### config.mk
export PLATFORM = sky130hd
export DESIGN_NAME = rv3n_muldiv_arbiter
export DESIGN_NICKNAME = d
export VERILOG_FILES = /design/src/rtl/rv3n_muldiv_arbiter_pkg.sv /design/src/rtl/rv3n_muldiv_arbiter_owner_fifo.sv /design/src/rtl/rv3n_muldiv_arbiter.sv
export SDC_FILE = /design/constraint.sdc
export NUM_CORES = 1
export LEC_CHECK = 0
export ABC_AREA = 1
export BUFFER_PORTS_ARGS = -buffer_cell sky130_fd_sc_hd__buf_2
export CAP_MARGIN = 20
export CELL_PAD_IN_SITES_DETAIL_PLACEMENT = 1
export CELL_PAD_IN_SITES_GLOBAL_PLACEMENT = 2
export CORE_AREA = 2 2 168 170
export DETAILED_ROUTE_END_ITERATION = 7
export DIE_AREA = 0 0 170 172
export GPL_TIMING_DRIVEN = 0
export PLACE_DENSITY_LB_ADDON = 0.1
export RECOVER_POWER = 100
export SLEW_MARGIN = 40
export SYNTH_ARGS = -nofsm -noshare
export SYNTH_HDL_FRONTEND = slang
export SYNTH_SLANG_ARGS = --single-unit
export TNS_END_PERCENT = 1
### constraint.sdc
create_clock -name clk_i -period 3.2 [get_ports clk_i]
set_input_delay 0.64 -clock clk_i [delete_from_list [all_inputs] [get_ports clk_i]]
set_output_delay 0.64 -clock clk_i [all_outputs]
set_load 0.05 [all_outputs]
### src/rtl/rv3n_muldiv_arbiter_pkg.sv
// -----------------------------------------------------------------------------
// rv3n_muldiv_arbiter_pkg
// Shared constants and types for the muldiv arbiter and its owner FIFO.
//   XLEN_DEF : default datapath width
//   PARA_W   : width of the muldiv op parameter field
//   IMM_W    : width of the muldiv immediate field
//   idx_w()  : index width for N items, never less than one bit
//   md_ctl_t : control part of a muldiv request (para + imm)
// -----------------------------------------------------------------------------
package rv3n_muldiv_arbiter_pkg;

   localparam int XLEN_DEF = 32;
   localparam int PARA_W   = 8;
   localparam int IMM_W    = 13;

   typedef struct packed {
      logic [PARA_W-1:0] para;
      logic [IMM_W-1:0]  imm;
   } md_ctl_t;

   function automatic int idx_w(input int n);
      return (n > 1) ? $clog2(n) : 1;
   endfunction

endpackage

### src/rtl/rv3n_muldiv_arbiter_owner_fifo.sv
// -----------------------------------------------------------------------------
// rv3n_owner_fifo
// Tracks which lane owns each muldiv op in flight, in issue order. Each entry
// carries the owning lane id and a discard bit; a flush marks every entry so
// that its result is dropped when it pops.
// Ports:
//   clk_i          clock
//   rst_i          synchronous reset, active-low
//   push_i         record a new in-flight op for lane push_id_i
//   push_id_i      owning lane of the op being pushed
//   pop_i          oldest op has completed
//   flush_mark_i   mark all current entries as discarded
//   head_id_o      owner lane of the oldest entry
//   head_discard_o discard bit of the oldest entry
//   count_o        number of valid entries
//   empty_o        no entries
//   full_o         DEPTH entries
// -----------------------------------------------------------------------------
module rv3n_owner_fifo
   import rv3n_muldiv_arbiter_pkg::*;
#(
   parameter int DEPTH = 2,
   parameter int IDW   = 1,
   parameter int CW    = $clog2(DEPTH + 1)
) (
   input  logic           clk_i,
   input  logic           rst_i,
   input  logic           push_i,
   input  logic [IDW-1:0] push_id_i,
   input  logic           pop_i,
   input  logic           flush_mark_i,
   output logic [IDW-1:0] head_id_o,
   output logic           head_discard_o,
   output logic [CW-1:0]  count_o,
   output logic           empty_o,
   output logic           full_o
);

   localparam int PW = idx_w(DEPTH);

   logic [IDW-1:0]   id_q [DEPTH];
   logic [DEPTH-1:0] disc_q, disc_d;
   logic [PW-1:0]    rd_q, rd_d;
   logic [PW-1:0]    wr_q, wr_d;
   logic [CW-1:0]    cnt_q, cnt_d;
   logic             push_ok;
   logic             pop_ok;

   // Pointer increment with explicit wrap so non-power-of-two depths work.
   function automatic logic [PW-1:0] ptr_inc(input logic [PW-1:0] p);
      if (p == PW'(DEPTH - 1)) return '0;
      else return p + 1'b1;
   endfunction

   assign empty_o        = (cnt_q == '0);
   assign full_o         = (cnt_q == CW'(DEPTH));
   assign count_o        = cnt_q;
   assign head_id_o      = id_q[rd_q];
   assign head_discard_o = disc_q[rd_q];

   // Guard against misuse: no pop from empty, no push into a full FIFO
   // unless the same cycle frees a slot.
   assign pop_ok  = pop_i & ~empty_o;
   assign push_ok = push_i & (~full_o | pop_ok);

   always_comb begin
      rd_d   = rd_q;
      wr_d   = wr_q;
      cnt_d  = cnt_q;
      disc_d = disc_q;
      // Marking unused slots too is harmless: a push rewrites the bit.
      if (flush_mark_i) disc_d = '1;
      if (push_ok) begin
         disc_d[wr_q] = 1'b0;
         wr_d         = ptr_inc(wr_q);
      end
      if (pop_ok) rd_d = ptr_inc(rd_q);
      case ({push_ok, pop_ok})
         2'b10:   cnt_d = cnt_q + 1'b1;
         2'b01:   cnt_d = cnt_q - 1'b1;
         default: cnt_d = cnt_q;
      endcase
   end

   always_ff @(posedge clk_i) begin
      if (!rst_i) begin
         rd_q   <= '0;
         wr_q   <= '0;
         cnt_q  <= '0;
         disc_q <= '0;
      end else begin
         rd_q   <= rd_d;
         wr_q   <= wr_d;
         cnt_q  <= cnt_d;
         disc_q <= disc_d;
      end
   end

   // Owner ids are only meaningful while counted, so they need no reset.
   always_ff @(posedge clk_i) begin
      if (push_ok) id_q[wr_q] <= push_id_i;
   end

endmodule

### src/rtl/rv3n_muldiv_arbiter.sv
// -----------------------------------------------------------------------------
// rv3n_muldiv_arbiter
// Shares one muldiv unit between NREQ issue lanes. A round-robin pick chooses
// one requesting lane per cycle and forwards its request to muldiv with zero
// latency; the owner FIFO remembers who issued each op so that results are
// routed back to the right lane. A flush drops results still in flight.
// Ports:
//   clk_i, rst_i              clock, synchronous active-low reset
//   flush_i                   discard in-flight results, block grants
//   lane_req_valid_i/para_i/imm_i/pc_i/op0_i/op1_i   per-lane requests
//   lane_req_grant_o          one-hot grant
//   lane_ack_valid_o/data_o   result routed to owning lane
//   md_req_*_o                request into muldiv
//   md_ack_valid_i/data_i/busy_i  muldiv response and busy
//   arb_err_o                 sticky: result arrived with nothing in flight
// -----------------------------------------------------------------------------
module rv3n_muldiv_arbiter
   import rv3n_muldiv_arbiter_pkg::*;
#(
   parameter int NREQ      = 2,
   parameter int OWN_DEPTH = 2,
   parameter int XLEN      = XLEN_DEF
) (
   input  logic                   clk_i,
   input  logic                   rst_i,
   input  logic                   flush_i,
   input  logic [NREQ-1:0]        lane_req_valid_i,
   input  logic [NREQ*PARA_W-1:0] lane_req_para_i,
   input  logic [NREQ*IMM_W-1:0]  lane_req_imm_i,
   input  logic [NREQ*XLEN-1:0]   lane_req_pc_i,
   input  logic [NREQ*XLEN-1:0]   lane_req_op0_i,
   input  logic [NREQ*XLEN-1:0]   lane_req_op1_i,
   output logic [NREQ-1:0]        lane_req_grant_o,
   output logic [NREQ-1:0]        lane_ack_valid_o,
   output logic [XLEN-1:0]        lane_ack_data_o,
   output logic                   md_req_valid_o,
   output logic [PARA_W-1:0]      md_req_para_o,
   output logic [IMM_W-1:0]       md_req_imm_o,
   output logic [XLEN-1:0]        md_req_pc_o,
   output logic [XLEN-1:0]        md_req_op0_o,
   output logic [XLEN-1:0]        md_req_op1_o,
   input  logic                   md_ack_valid_i,
   input  logic [XLEN-1:0]        md_ack_data_i,
   input  logic                   md_ack_busy_i,
   output logic                   arb_err_o
);

   localparam int LANE_ID_W = idx_w(NREQ);
   localparam int CW        = $clog2(OWN_DEPTH + 1);

   logic [LANE_ID_W-1:0] rr_q, rr_d;
   logic                 arb_err_q, arb_err_d;

   logic                 fifo_empty, fifo_full;
   logic [LANE_ID_W-1:0] head_id;
   logic                 head_discard;
   logic [CW-1:0]        fifo_count;

   logic                 pop;
   logic                 can_issue;
   logic                 win_found;
   logic [LANE_ID_W-1:0] win_id;
   logic                 grant_any;
   logic                 ack_ok;
   md_ctl_t              sel_ctl;

   // First requesting lane at or above ptr, wrapping to lane 0.
   // Returns {found, lane index}.
   function automatic logic [LANE_ID_W:0] rr_pick(input logic [NREQ-1:0]      v,
                                                  input logic [LANE_ID_W-1:0] ptr);
      logic                 found;
      logic [LANE_ID_W-1:0] idx;
      int                   c;
      found = 1'b0;
      idx   = '0;
      for (int k = 0; k < NREQ; k++) begin
         c = (int'(ptr) + k) % NREQ;
         if (!found && v[c]) begin
            found = 1'b1;
            idx   = LANE_ID_W'(c);
         end
      end
      return {found, idx};
   endfunction

   rv3n_owner_fifo #(
      .DEPTH (OWN_DEPTH),
      .IDW   (LANE_ID_W),
      .CW    (CW)
   ) u_fifo (
      .clk_i          (clk_i),
      .rst_i          (rst_i),
      .push_i         (grant_any),
      .push_id_i      (win_id),
      .pop_i          (pop),
      .flush_mark_i   (flush_i),
      .head_id_o      (head_id),
      .head_discard_o (head_discard),
      .count_o        (fifo_count),
      .empty_o        (fifo_empty),
      .full_o         (fifo_full)
   );

   // A completing op frees its slot in the same cycle, so a full FIFO can
   // still accept a grant alongside a pop.
   assign pop       = md_ack_valid_i & ~fifo_empty;
   assign can_issue = ~md_ack_busy_i & (~fifo_full | pop) & ~flush_i;
   assign {win_found, win_id} = rr_pick(lane_req_valid_i, rr_q);
   assign grant_any = can_issue & win_found;

   // A flush in the pop cycle also suppresses that result.
   assign ack_ok = pop & ~head_discard & ~flush_i;

   always_comb begin
      lane_req_grant_o = '0;
      lane_ack_valid_o = '0;
      sel_ctl          = '0;
      md_req_pc_o      = '0;
      md_req_op0_o     = '0;
      md_req_op1_o     = '0;
      for (int i = 0; i < NREQ; i++) begin
         if (grant_any && (win_id == LANE_ID_W'(i))) begin
            lane_req_grant_o[i] = 1'b1;
            sel_ctl.para        = lane_req_para_i[PARA_W*i +: PARA_W];
            sel_ctl.imm         = lane_req_imm_i[IMM_W*i +: IMM_W];
            md_req_pc_o         = lane_req_pc_i[XLEN*i +: XLEN];
            md_req_op0_o        = lane_req_op0_i[XLEN*i +: XLEN];
            md_req_op1_o        = lane_req_op1_i[XLEN*i +: XLEN];
         end
         if (ack_ok && (head_id == LANE_ID_W'(i))) lane_ack_valid_o[i] = 1'b1;
      end
   end

   assign md_req_valid_o  = grant_any;
   assign md_req_para_o   = sel_ctl.para;
   assign md_req_imm_o    = sel_ctl.imm;
   assign lane_ack_data_o = ack_ok ? md_ack_data_i : '0;
   assign arb_err_o       = arb_err_q;

   always_comb begin
      rr_d = rr_q;
      if (grant_any) rr_d = (win_id == LANE_ID_W'(NREQ - 1)) ? '0 : win_id + 1'b1;
      arb_err_d = arb_err_q | (md_ack_valid_i & fifo_empty);
   end

   always_ff @(posedge clk_i) begin
      if (!rst_i) begin
         rr_q      <= '0;
         arb_err_q <= 1'b0;
      end else begin
         rr_q      <= rr_d;
         arb_err_q <= arb_err_d;
      end
   end

endmodule

---- Word level (Yosys, flattened, before mapping) ----
Memories as Yosys holds them, arrays and structs flattened. A register that Yosys moved wholly into a read port is not among the register bits.
Index checks and enable logic that the tools add are counted.
storage, ports and cells
  bits in writable memories ............... 2
  memories ................................ 1
  word-level logic and storage cells ...... 88
  register bits ........................... 8
  input port bits ......................... 273
cells by class
  reduce and logical (&&, ||, !) cells .... 9
  order comparisons ....................... 5
  add/sub/neg operators ................... 6
  equality and inequality tests ........... 3
  multiplexer cells ....................... 36
  bitwise operators ....................... 22
memory list
  memory       words  bits a word  rd ports  clocked after memory_dff  write ports  line                                  text
  u_fifo.id_q  2      1            1         1                         1            rv3n_muldiv_arbiter_owner_fifo.sv:41  logic [IDW-1:0] id_q [DEPTH];
operators with widths
  kind                 count
  $mux 32              7
  $mux 21              2
  $mux 1               23
  $and 1x1->1          9
  $not 1->1            7
  $logic_and 1x1->1    6
  $lt 1x2->1 const B   3
  $add 1x1->1 const B  4
  $eq 2x2->1 const B   2
  $mux 2               2
  $pmux 2 s2           1
  $lt 2x3->1 const B   1
  $or 1x1->1           3
  $add 2x1->2 const B  1
  $and 2x2->2          1
  $eq 2x1->1 const B   1
  $logic_not 2->1      1
  $not 2->2            1
  $reduce_bool 2->1    1
  $sub 2x1->2 const B  1
  $and 1x1->1 const A  1
  $demux 1 s1          1
  $ge 1x1->1 const B   1
  $logic_not 1->1      1

---- Depth between registers and ports, before layout ----
Gate-level depths: netlist (run 1).
  word-level depth ........................ 11
  depth in mapped cells ................... 10
  depth with buffers taken out ............ 10

---- Hierarchy ----
From an unflattened synthesis (run 1), not the netlist that was laid out.
second synthesis, totals
  cells, all modules ...................... 578
  area total of the unflattened synthesis .. 3,274.4 um2
by module, submodules not included
  module               sequential area each (um2)  area each (um2)  times used  cells each
  rv3n_muldiv_arbiter  40.0                        2,854.0          1           526
  rv3n_owner_fifo      200.2                       420.4            1           52

---- Least setup slack after synthesis (run 1) ----
OpenSTA, ideal clock, no wires.
  path kind ............................... input-to-output
  start point ............................. input md_ack_busy_i
  end point ............................... output md_req_pc_o[22]
  path buffers ............................ 2
  cell stages on the path ................. 7
  arrival ................................. 1,756 ps
  required time ........................... 2,560 ps
  slack ................................... 804 ps
  cell sequence ........................... nor2_1 -> nand2_2 -> nor2_4 -> buf_6 -> buf_6 -> nand3_1 -> nand2_1
between the ends
  cells in the longest elaborated chain, start to end .. 7
ends and longest elaborated chain
  item                          line                        text
  start: declaration            rv3n_muldiv_arbiter.sv:44   input logic md_ack_busy_i,
  $not 1->1 (*)                 rv3n_muldiv_arbiter.sv:107  assign can_issue = ~md_ack_busy_i & (~fifo_full | pop) & ~flush_i;
  $and 1x1->1 (*) (2 in a row)  rv3n_muldiv_arbiter.sv:107
  $and 1x1->1 (*)               rv3n_muldiv_arbiter.sv:109  assign grant_any = can_issue & win_found;
  via md_req_valid_o            rv3n_muldiv_arbiter.sv:36   output logic md_req_valid_o,
  $logic_and 1x1->1             rv3n_muldiv_arbiter.sv:122  if (grant_any && (win_id == LANE_ID_W'(i))) begin
  $mux 32                       rv3n_muldiv_arbiter.sv:122
  $mux 32 (*)                   rv3n_muldiv_arbiter.sv:122
  end: declaration              rv3n_muldiv_arbiter.sv:39   output logic [XLEN-1:0] md_req_pc_o,
The timed path passes the listed nets; every way through them passes the cells marked *.

---- Worst setup path after layout (run 1) ----
  start point ............................. input lane_req_valid_i[0]
  end point ............................... output md_req_para_o[7]
between the ends
  cells in the longest elaborated chain, start to end .. 10
ends and longest elaborated chain
  item                                             line                                                    text
  start: declaration                               rv3n_muldiv_arbiter.sv:27                               input logic [NREQ-1:0] lane_req_valid_i,
  $mux 1 (not written as such) (2 in a row)        rv3n_muldiv_arbiter.sv:78                               if (!found && v[c]) begin
  $mux 1                                           rv3n_muldiv_arbiter.sv:78
  $logic_not 1->1                                  rv3n_muldiv_arbiter.sv:78
  $logic_and 1x1->1                                rv3n_muldiv_arbiter.sv:78
  $mux 1                                           rv3n_muldiv_arbiter.sv:78
  $and 1x1->1 / $not 1->1 (equally long branches)  rv3n_muldiv_arbiter.sv:109, rv3n_muldiv_arbiter.sv:122
  $logic_and 1x1->1                                rv3n_muldiv_arbiter.sv:122
  $mux 21                                          rv3n_muldiv_arbiter.sv:122
  $mux 21 (*)                                      rv3n_muldiv_arbiter.sv:122
  end: declaration                                 rv3n_muldiv_arbiter.sv:37                               output logic [PARA_W-1:0] md_req_para_o,
Every way passes the cells marked *; elsewhere a longest branch is shown, timed or not. The select of a mux whose other input is x is not followed.

==> metrics.txt, run 1 <==
Max Fanout on Critical Path=10; # rows=61; CP Class=in -> out; fin crit period=2.94 ns; initial antenna violation count=5; fin. max-slew vios=0; Sw Share=0.549; sequential-to-total area share from yosys stat=0.0835; HP Start=arb_err_o; synthesized area per cell=5.54 µm²; number of enable flip-flop cells after synthesis=2; Hold Path Sink=arb_err_o; commonest non-fill, non-tap cell in the layout=buf_2; crit path launch type=input pin; drt initial violations=between 150 and 200; min-delay worst type=reg -> reg; vias in the first global route=between 5000 and 6000; Chip Width=~170 µm; clock-pin slew on the worst setup and hold paths=0.04 ns; Slew HR=0.560; port bufs=427; Seq cells post-synth=11; ys async rst share=0; core area=approximately 0.027 mm²; gr ovfl total=0; Area Overhead vs Synth=91.3%; status=finished, final reports clean; Worst Tran Pin Value=0.660 ns; chip height=172 µm; nets=1225; share of cells above drive strength 1=0.516; Post-Syn Nets=793; post-CTS setup buffer count=0; FF-to-FF Start=u_fifo.count_o[0]; clock buffer depth=2; commonest non-fill, non-tap cells in the layout=294 x buf_2, 227 x nand3_1, 133 x clkbuf_2, 129 x nand2_1, 30 x clkbuf_1; max_cap viols=0; Post-CTS Hold Buffers=0; Main synth FF type=dfxtp_1; Antenna Nets Post-Route=0; # setup viols final=0; GP Congestion=0.747; first-pass GRT wire length=32400 µm; Psw=739 µW; setup tns final=0 ns; Post-Syn Area=0.00288 mm²; initial core utilization=0.105; Hold Crit Depth=2; WP data required=2.56 ns; die area=0.0292 mm²; Internal Dissipation=607 µW; crit share post-route=0.919; fmax=340 MHz; Yosys warnings=0; Avg WL per Cell=roughly 18 µm; H-tree depth=1; CTS tree=done; largest net degree at the start of global routing=12; largest area contributor in the netlist=nand3_1; Synth area leaders=nand3_1 39%, nand2_1 17%, buf_6 8.6%, dfxtp_1 6.3%, and3_2 4.2%; leak pwr=between 0.003 and 0.004 µW; total CTS buffers=3; DRT Pass-1 Iters=4; Post-DP Area=0.00545 mm²; Seq pwr share=0.123; cell count after synthesis=just over 500; root buf cell=clkbuf_16; Logic pwr share=0.707; Design Area, Final=around 0.0055 mm²; Hold Vio Cnt, Final=0; RSZ-0062 raised after global routing=no; post-cts sizing count=0; gr usage total=0.143; clk_skew=roughly 0.0026 ns; Crit path arrival time=2.30 ns; area share of the largest cell type after synthesis=0.395; Final HPWL DP=19700 µm; worst skew pair latency=approximately 0.24 ns; FF-to-FF End=u_fifo.count_o[1]; via count=5294; io pins=around 430; PD cells=244 mW/mm²; Clock Power Share=0.170; crit path capture type=output port; post-synthesis cell type count=28; R2R setup slack=1.48 ns; peak supply drop=200 µV; R2R cell count=7; Clock Sinks=11; detailed-route wire length=22900 µm; post-DR vias/cell=4.08; drc violations=0
-- worst max-delay path, stage by stage --
cell	delay (ns)
buf_2	0.11
inv_1	0.09
nor2_2	0.06
nor2_4	0.13
clkbuf_1	0.53
nand3_1	0.15
nand2_1	0.11
clkbuf_1	0.48
-- power groups by stage --
stage	Clock [µW]	Combinational, µW	Sequential [µW]
6_report	229	952	165
5_1_grt	244	1030	167
4_1_cts	236	977	166
3_5_place_dp	0	975	168
3_3_place_gp	0	980	168
2_1_floorplan	0	596	172
-- cell families (layout without fill, tap and decap cells) --
| family | after synthesis | count (layout) | share of synthesized area |
|---|---|---|---|
| AOI/OAI and AO/OA | 11 | 11 | 0.0213 |
| adders and majority gates | 1 | 1 | 0.00435 |
| buffers and inverters | 74 | 505 | 0.172 |
| DFF | 11 | 11 | 0.0835 |
| other | 0 | 3 | 0 |
| and+or+nand+nor | 422 | 422 | 0.719 |
-- how the worst max path moves through the flow --
stage / start / slack (ns) / to
final: lane_req_valid_i[0] / 0.26 / md_req_para_o[7]
after global routing: lane_req_valid_i[0] / 0.11 / md_req_para_o[7]
after CTS: lane_req_valid_i[0] / 0.30 / md_req_op1_o[18]
after detailed placement: lane_req_valid_i[0] / 0.31 / md_req_op1_o[18]
after global placement: lane_req_valid_i[0] / 0.31 / md_req_op1_o[18]
after floorplan: md_ack_busy_i / 0.80 / md_req_pc_o[22]
-- cells in the mapped netlist (3+ instances only) --
library cell  count
buf_4             5
and3_2           16
and3_1           16
a21oi_1           3
buf_2            14
buf_6            22
o21ai_0           5
nand3_2          10
clkbuf_1         12
inv_1            15
nor2_1           17
nand3_1         227
nand2_1         129
dfxtp_1           9
-- metrics by stage --
stage          hold WS [ns]  setup slack (ns)  power [µW]   util  instances
2_1_floorplan         0.452             0.804         768      -        519
3_3_place_gp          0.462             0.313        1150  0.198       1292
3_5_place_dp          0.468             0.308        1140  0.198       1292
4_1_cts               0.480             0.303        1380  0.201       1296
5_1_grt               0.516             0.110        1440  0.200       1299
6_report              0.481             0.258        1350  0.200       1299
-- state kept, by name, summed over array words and instances, names as in the netlist, named ones only --
register and flops:
arb_err_o 1, rr_q 1, u_fifo.count_o 2, u_fifo.disc_q 2, u_fifo.id_q 2, u_fifo.rd_q 1, u_fifo.wr_q 1
-- area by class of cell --
| cell class | count | area [µm²] |
|---|---|---|
| timing repair buffer | 427 | 2120 |
| sequential | 11 | 240 |
| fill | 3623 | 22000 |
| multi-input combinational | 434 | 2140 |
| buffer | 57 | 423 |
| tap | 346 | 433 |
| clock buffer | 4 | 78.8 |
| antenna | 3 | 7.51 |
| inverter | 17 | 66.3 |
-- per-layer routing --
metal  track usage  share of wire  up-vias
met3        0.0352          0.081       10
met5             0        0.00092        -
met4        0.0182         0.0057        4
met2         0.279           0.53      258
li1              -              -     2639
met1         0.162           0.39     2383
No activity file was read; power rests on OpenSTA's default activity.
==> run 2: changes to the inputs <==
==> constraint.sdc (replaced) <==
create_clock -name clk_i -period 3.4 [get_ports clk_i]
set_input_delay 0.68 -clock clk_i [delete_from_list [all_inputs] [get_ports clk_i]]
set_output_delay 0.68 -clock clk_i [all_outputs]
set_load 0.05 [all_outputs]
==> metrics.txt, run 2 (same netlist as run 1, synthesis figures left out) <==
status=finished, final reports clean; peak supply drop=188 µV (-5.9%); largest net degree at the start of global routing=12 (unchanged); root buf cell=clkbuf_16; clock buffer depth=2 (unchanged); GP Congestion=0.747 (unchanged); clk_skew=0.00264 ns (-0.0000000600 ns); vias in the first global route=5348 (unchanged); crit path capture type=output port; chip height=172 µm (unchanged); Crit path arrival time=2.39 ns (+0.09 ns); drc violations=0 (unchanged); nets=1225 (unchanged); CP max-delay cell=clkbuf_1; setup tns final=0 ns (unchanged); post-DR vias/cell=4.07 (-0.21%); crit share post-route=0.904; commonest non-fill, non-tap cell in the layout=buf_2; Hold Vio Cnt, Final=0 (unchanged); leak pwr=0.00340 µW (-1.4%); number of buffers and inverters on the critical path=5 (+1); fmax=325 MHz; total CTS buffers=3 (unchanged); Worst path most repeated cell=buf_2; clock-pin slew on the worst setup and hold paths=0.04 ns (about the same); RSZ-0062 raised after global routing=no; drt initial violations=161 (-3.0%); PD cells=231 mW/mm² (-5.6%); min-delay worst type=reg -> reg; CTS tree=done; fin crit period=slightly above 3 ns; Worst Tran Pin Value=0.743 ns (+0.0834 ns); commonest non-fill, non-tap cells in the layout=359 x buf_2, 227 x nand3_1, 129 x nand2_1, 60 x clkbuf_1, 38 x clkbuf_2; gr ovfl total=0 (unchanged); Clock Sinks=11 (unchanged); H-tree depth=1 (unchanged); post-cts sizing count=0 (unchanged); detailed-route wire length=22900 µm (+0.15%); worst hold slack=0.481 ns (unchanged); # setup viols final=0 (unchanged); initial antenna violation count=5 (unchanged); Slowest Stage Delay on Critical Path=0.47 ns (-0.06 ns); gr usage total=0.143 (unchanged); share of cells above drive strength 1=0.484 (-0.0316); die area=0.0292 mm² (unchanged); crit path launch type=input pin; Area Overhead vs Synth=90.0%; post-CTS setup buffer count=0 (unchanged); # rows=61 (unchanged); io pins=428 (unchanged); CP Class=in -> out; core area=0.0275 mm² (unchanged); via count=5283 (-0.21%); port bufs=427 (unchanged); Final HPWL DP=19700 µm (unchanged); first-pass GRT wire length=32400 µm (unchanged); Max Fanout on Critical Path=10 (unchanged); WP data required=2.72 ns (+0.16 ns); Antenna Nets Post-Route=0 (unchanged); critical path, cell by cell=buf_2, inv_1, nor2_2, nor2_4, clkbuf_2, buf_2, nand3_1, nand2_1, clkbuf_1; Crit path max-delay family=buffers and inverters; DRT Pass-1 Iters=4 (unchanged); Post-CTS Hold Buffers=0 (unchanged); worst skew pair latency=0.24 ns (about the same); Avg WL per Cell=17.6 µm (+0.15%); max_cap viols=0 (unchanged); Slew HR=0.507 (-0.0535); fin. max-slew vios=0 (unchanged); Core Util, Final=0.199 (-0.00137); Chip Width=170 µm (unchanged); initial core utilization=0.105 (unchanged)
## run 2: stage by stage
stage               total power [µW]  cell area, µm²  setup slack (ns)  cells
global placement                1080            5450             0.433   1292
CTS                             1300            5530             0.423   1296
finish                          1260            5470             0.326   1299
floorplan                        723            2880             0.924    519
detailed placement              1080            5450             0.428   1292
global route                    1350            5470             0.164   1299
## run 2: cell type report
type | count | area, µm²
sequential | 11 | 240
fill | 3632 | 22000
inverter | 17 | 66.3
tap | 346 | 433
multi-input combinational | 434 | 2140
buffer | 57 | 420
clock buffer | 4 | 78.8
antenna | 3 | 7.51
timing repair buffer | 427 | 2080
## run 2: final timing paths
check                       from  slack, ns  cells after the start                 to
max          lane_req_valid_i[0]       0.33                      9    md_req_pc_o[13]
min                    arb_err_o       0.48                      2          arb_err_o
max reg2reg    u_fifo.count_o[0]       1.68                      7  u_fifo.count_o[1]
min reg2reg            arb_err_o       0.48                      2          arb_err_o
## run 2: worst min-delay path: stages, from the launching register on
cell	delay, ns
dfxtp_1	0.33
a31oi_1	0.05
nor2_1	0.07
## run 2: layer usage
layer,vias to the layer above,track usage,wire length [µm]
met5,-,0,27
met4,4,0.0182,130
met3,10,0.0352,1870
met2,260,0.279,12000
met1,2372,0.162,8860
li1,2637,-,-
## run 2: power breakdown
part	switching (µW)	internal [µW]	total, µW
clock	58.1	158	216
combinational	627	264	891
sequential	9.05	146	155
==> run 3: changes to the inputs <==
--- a/config.mk
+++ b/config.mk
@@ -8,8 +8,8 @@
 export ABC_AREA = 1
 export BUFFER_PORTS_ARGS = -buffer_cell sky130_fd_sc_hd__buf_2
 export CAP_MARGIN = 20
-export CELL_PAD_IN_SITES_DETAIL_PLACEMENT = 1
-export CELL_PAD_IN_SITES_GLOBAL_PLACEMENT = 2
+export CELL_PAD_IN_SITES_DETAIL_PLACEMENT = 0
+export CELL_PAD_IN_SITES_GLOBAL_PLACEMENT = 1
 export CORE_AREA = 2 2 168 170
 export DETAILED_ROUTE_END_ITERATION = 7
 export DIE_AREA = 0 0 170 172
==> metrics.txt, run 3 (same netlist as run 1, synthesis figures left out) <==
Hold Vio Cnt, Final=0 (unchanged); Antenna Nets Post-Route=0 (unchanged); largest net degree at the start of global routing=12 (unchanged); clk_skew=0.000700 ns (-0.00194 ns); Design Area, Final=0.00547 mm² (about the same); Worst path most repeated cell=buf_2; crit path capture type=output port; Internal Dissipation=568 µW (-0.11%); port bufs=427 (unchanged); status=finished, final reports clean; setup tns final=0 ns (unchanged); commonest non-fill, non-tap cell in the layout=buf_2; chip height=172 µm (unchanged); post-cts sizing count=0 (unchanged); Post-DP Area=0.00545 mm² (unchanged); die area=0.0292 mm² (unchanged); post-DR vias/cell=3.99 (-1.9%); Max Fanout on Critical Path=10 (unchanged); via count=5180 (-1.9%); vias in the first global route=4911 (-8.2%); crit share post-route=0.904 (about the same); io pins=428 (unchanged); peak supply drop=111 µV (-41%); core area=0.0275 mm² (unchanged); Seq pwr share=0.124 (about the same); # setup viols final=0 (unchanged); Crit path arrival time=2.39 ns (about the same); commonest non-fill, non-tap cells in the layout=315 x buf_2, 227 x nand3_1, 129 x nand2_1, 85 x clkbuf_2, 57 x clkbuf_1; Logic pwr share=0.704 (-0.002); leak pwr=0.00337 µW (-0.72%); initial core utilization=0.105 (unchanged); PD cells=229 mW/mm² (-0.80%); gr ovfl total=0 (unchanged); CP max-delay cell=clkbuf_1; crit path launch type=input pin; clock buffer depth=2 (unchanged); Area Overhead vs Synth=90.0% (about the same); Clock Sinks=11 (unchanged); Sw Share=0.547 (-0.00301); Clock Power Share=0.172 (about the same); fin. max-slew vios=0 (unchanged); fmax=325 MHz (about the same); GP Congestion=0.754 (+0.92%); H-tree depth=1 (unchanged); # rows=61 (unchanged); DRT Pass-1 Iters=4 (unchanged); first-pass GRT wire length=29400 µm (-9.1%); min-delay worst type=reg -> reg; Final HPWL DP=18100 µm (-8.2%); max_cap viols=0 (unchanged); multi-input logic area=0.00214 mm² (unchanged); worst hold slack=0.482 ns (+0.00115 ns); WP data required=2.72 ns (about the same); Total Power=1250 µW (-0.77%); total CTS buffers=3 (unchanged); drc violations=0 (unchanged); critical path, cell by cell=buf_2, inv_1, nor2_2, nor2_4, buf_2, buf_2, nand3_1, nand2_1, clkbuf_1; clock-pin slew on the worst setup and hold paths=0.04 ns (about the same); detailed-route wire length=21000 µm (-8.4%); CP Class=in -> out; Fillers=3331 (-8.3%); Avg WL per Cell=16.2 µm (-8.3%); worst skew pair latency=0.24 ns (about the same); CTS tree=done; gr usage total=0.131 (-0.0129); register area=240 µm² (unchanged); drt initial violations=193 (+20%); nets=1225 (unchanged); post-CTS setup buffer count=0 (unchanged); root buf cell=clkbuf_16; Worst Tran Pin Value=0.708 ns (-0.0356 ns); Slowest Stage Delay on Critical Path=0.50 ns (+0.03 ns); Psw=685 µW (-1.3%); fin crit period=3.07 ns (+0.00110 ns); Post-CTS Hold Buffers=0 (unchanged); initial antenna violation count=2 (-3); share of cells above drive strength 1=0.487 (+0.00316); Chip Width=170 µm (unchanged); RSZ-0062 raised after global routing=no; Slew HR=0.530 (+0.0236); Core Util, Final=0.199 (about the same)
run 3: worst max-delay path, delay by kind of cell:
family | cells | cell delay [ns]
buffers and inverters | 5 | 1.34
AND/OR/NAND/NOR | 4 | 0.36
run 3: worst paths after layout:
path / start / end / slack [ns] / cells after the start
worst min-delay path: arb_err_o / arb_err_o / 0.48 / 2
worst max register to register: u_fifo.count_o[0] / u_fifo.count_o[1] / 1.76 / 7
worst min register to register: arb_err_o / arb_err_o / 0.48 / 2
worst max-delay path: lane_req_valid_i[0] / md_req_pc_o[0] / 0.33 / 9
run 3: per-layer routing:
layer | track usage | part of all wire
met1 | 0.148 | 0.38
met2 | 0.257 | 0.54
met3 | 0.0245 | 0.070
met4 | 0.0193 | 0.0083
met5 | 0 | 0.00062
run 3: power groups by stage:
stage | sequential [µW] | combinational (µW) | clock, µW
finish | 155 | 881 | 216
global route | 157 | 956 | 228
global placement | 159 | 914 | 0
CTS | 156 | 906 | 222
floorplan | 162 | 561 | 0
detailed placement | 159 | 904 | 0
run 3: metrics by stage:
step / worst slack [ns] / std cells
6_report: 0.325 / 1298
5_1_grt: 0.194 / 1297
4_1_cts: 0.446 / 1296
3_5_place_dp: 0.450 / 1292
3_3_place_gp: 0.485 / 1292
2_1_floorplan: 0.924 / 519
run 3: area by class of cell:
type,count,share of cell area
multi-input combinational,434,0.391
timing repair buffer,427,0.383
tap,346,0.0792
buffer,57,0.0760
sequential,11,0.0439
clock buffer,4,0.0144
inverter,17,0.0121
antenna,2,0.000915
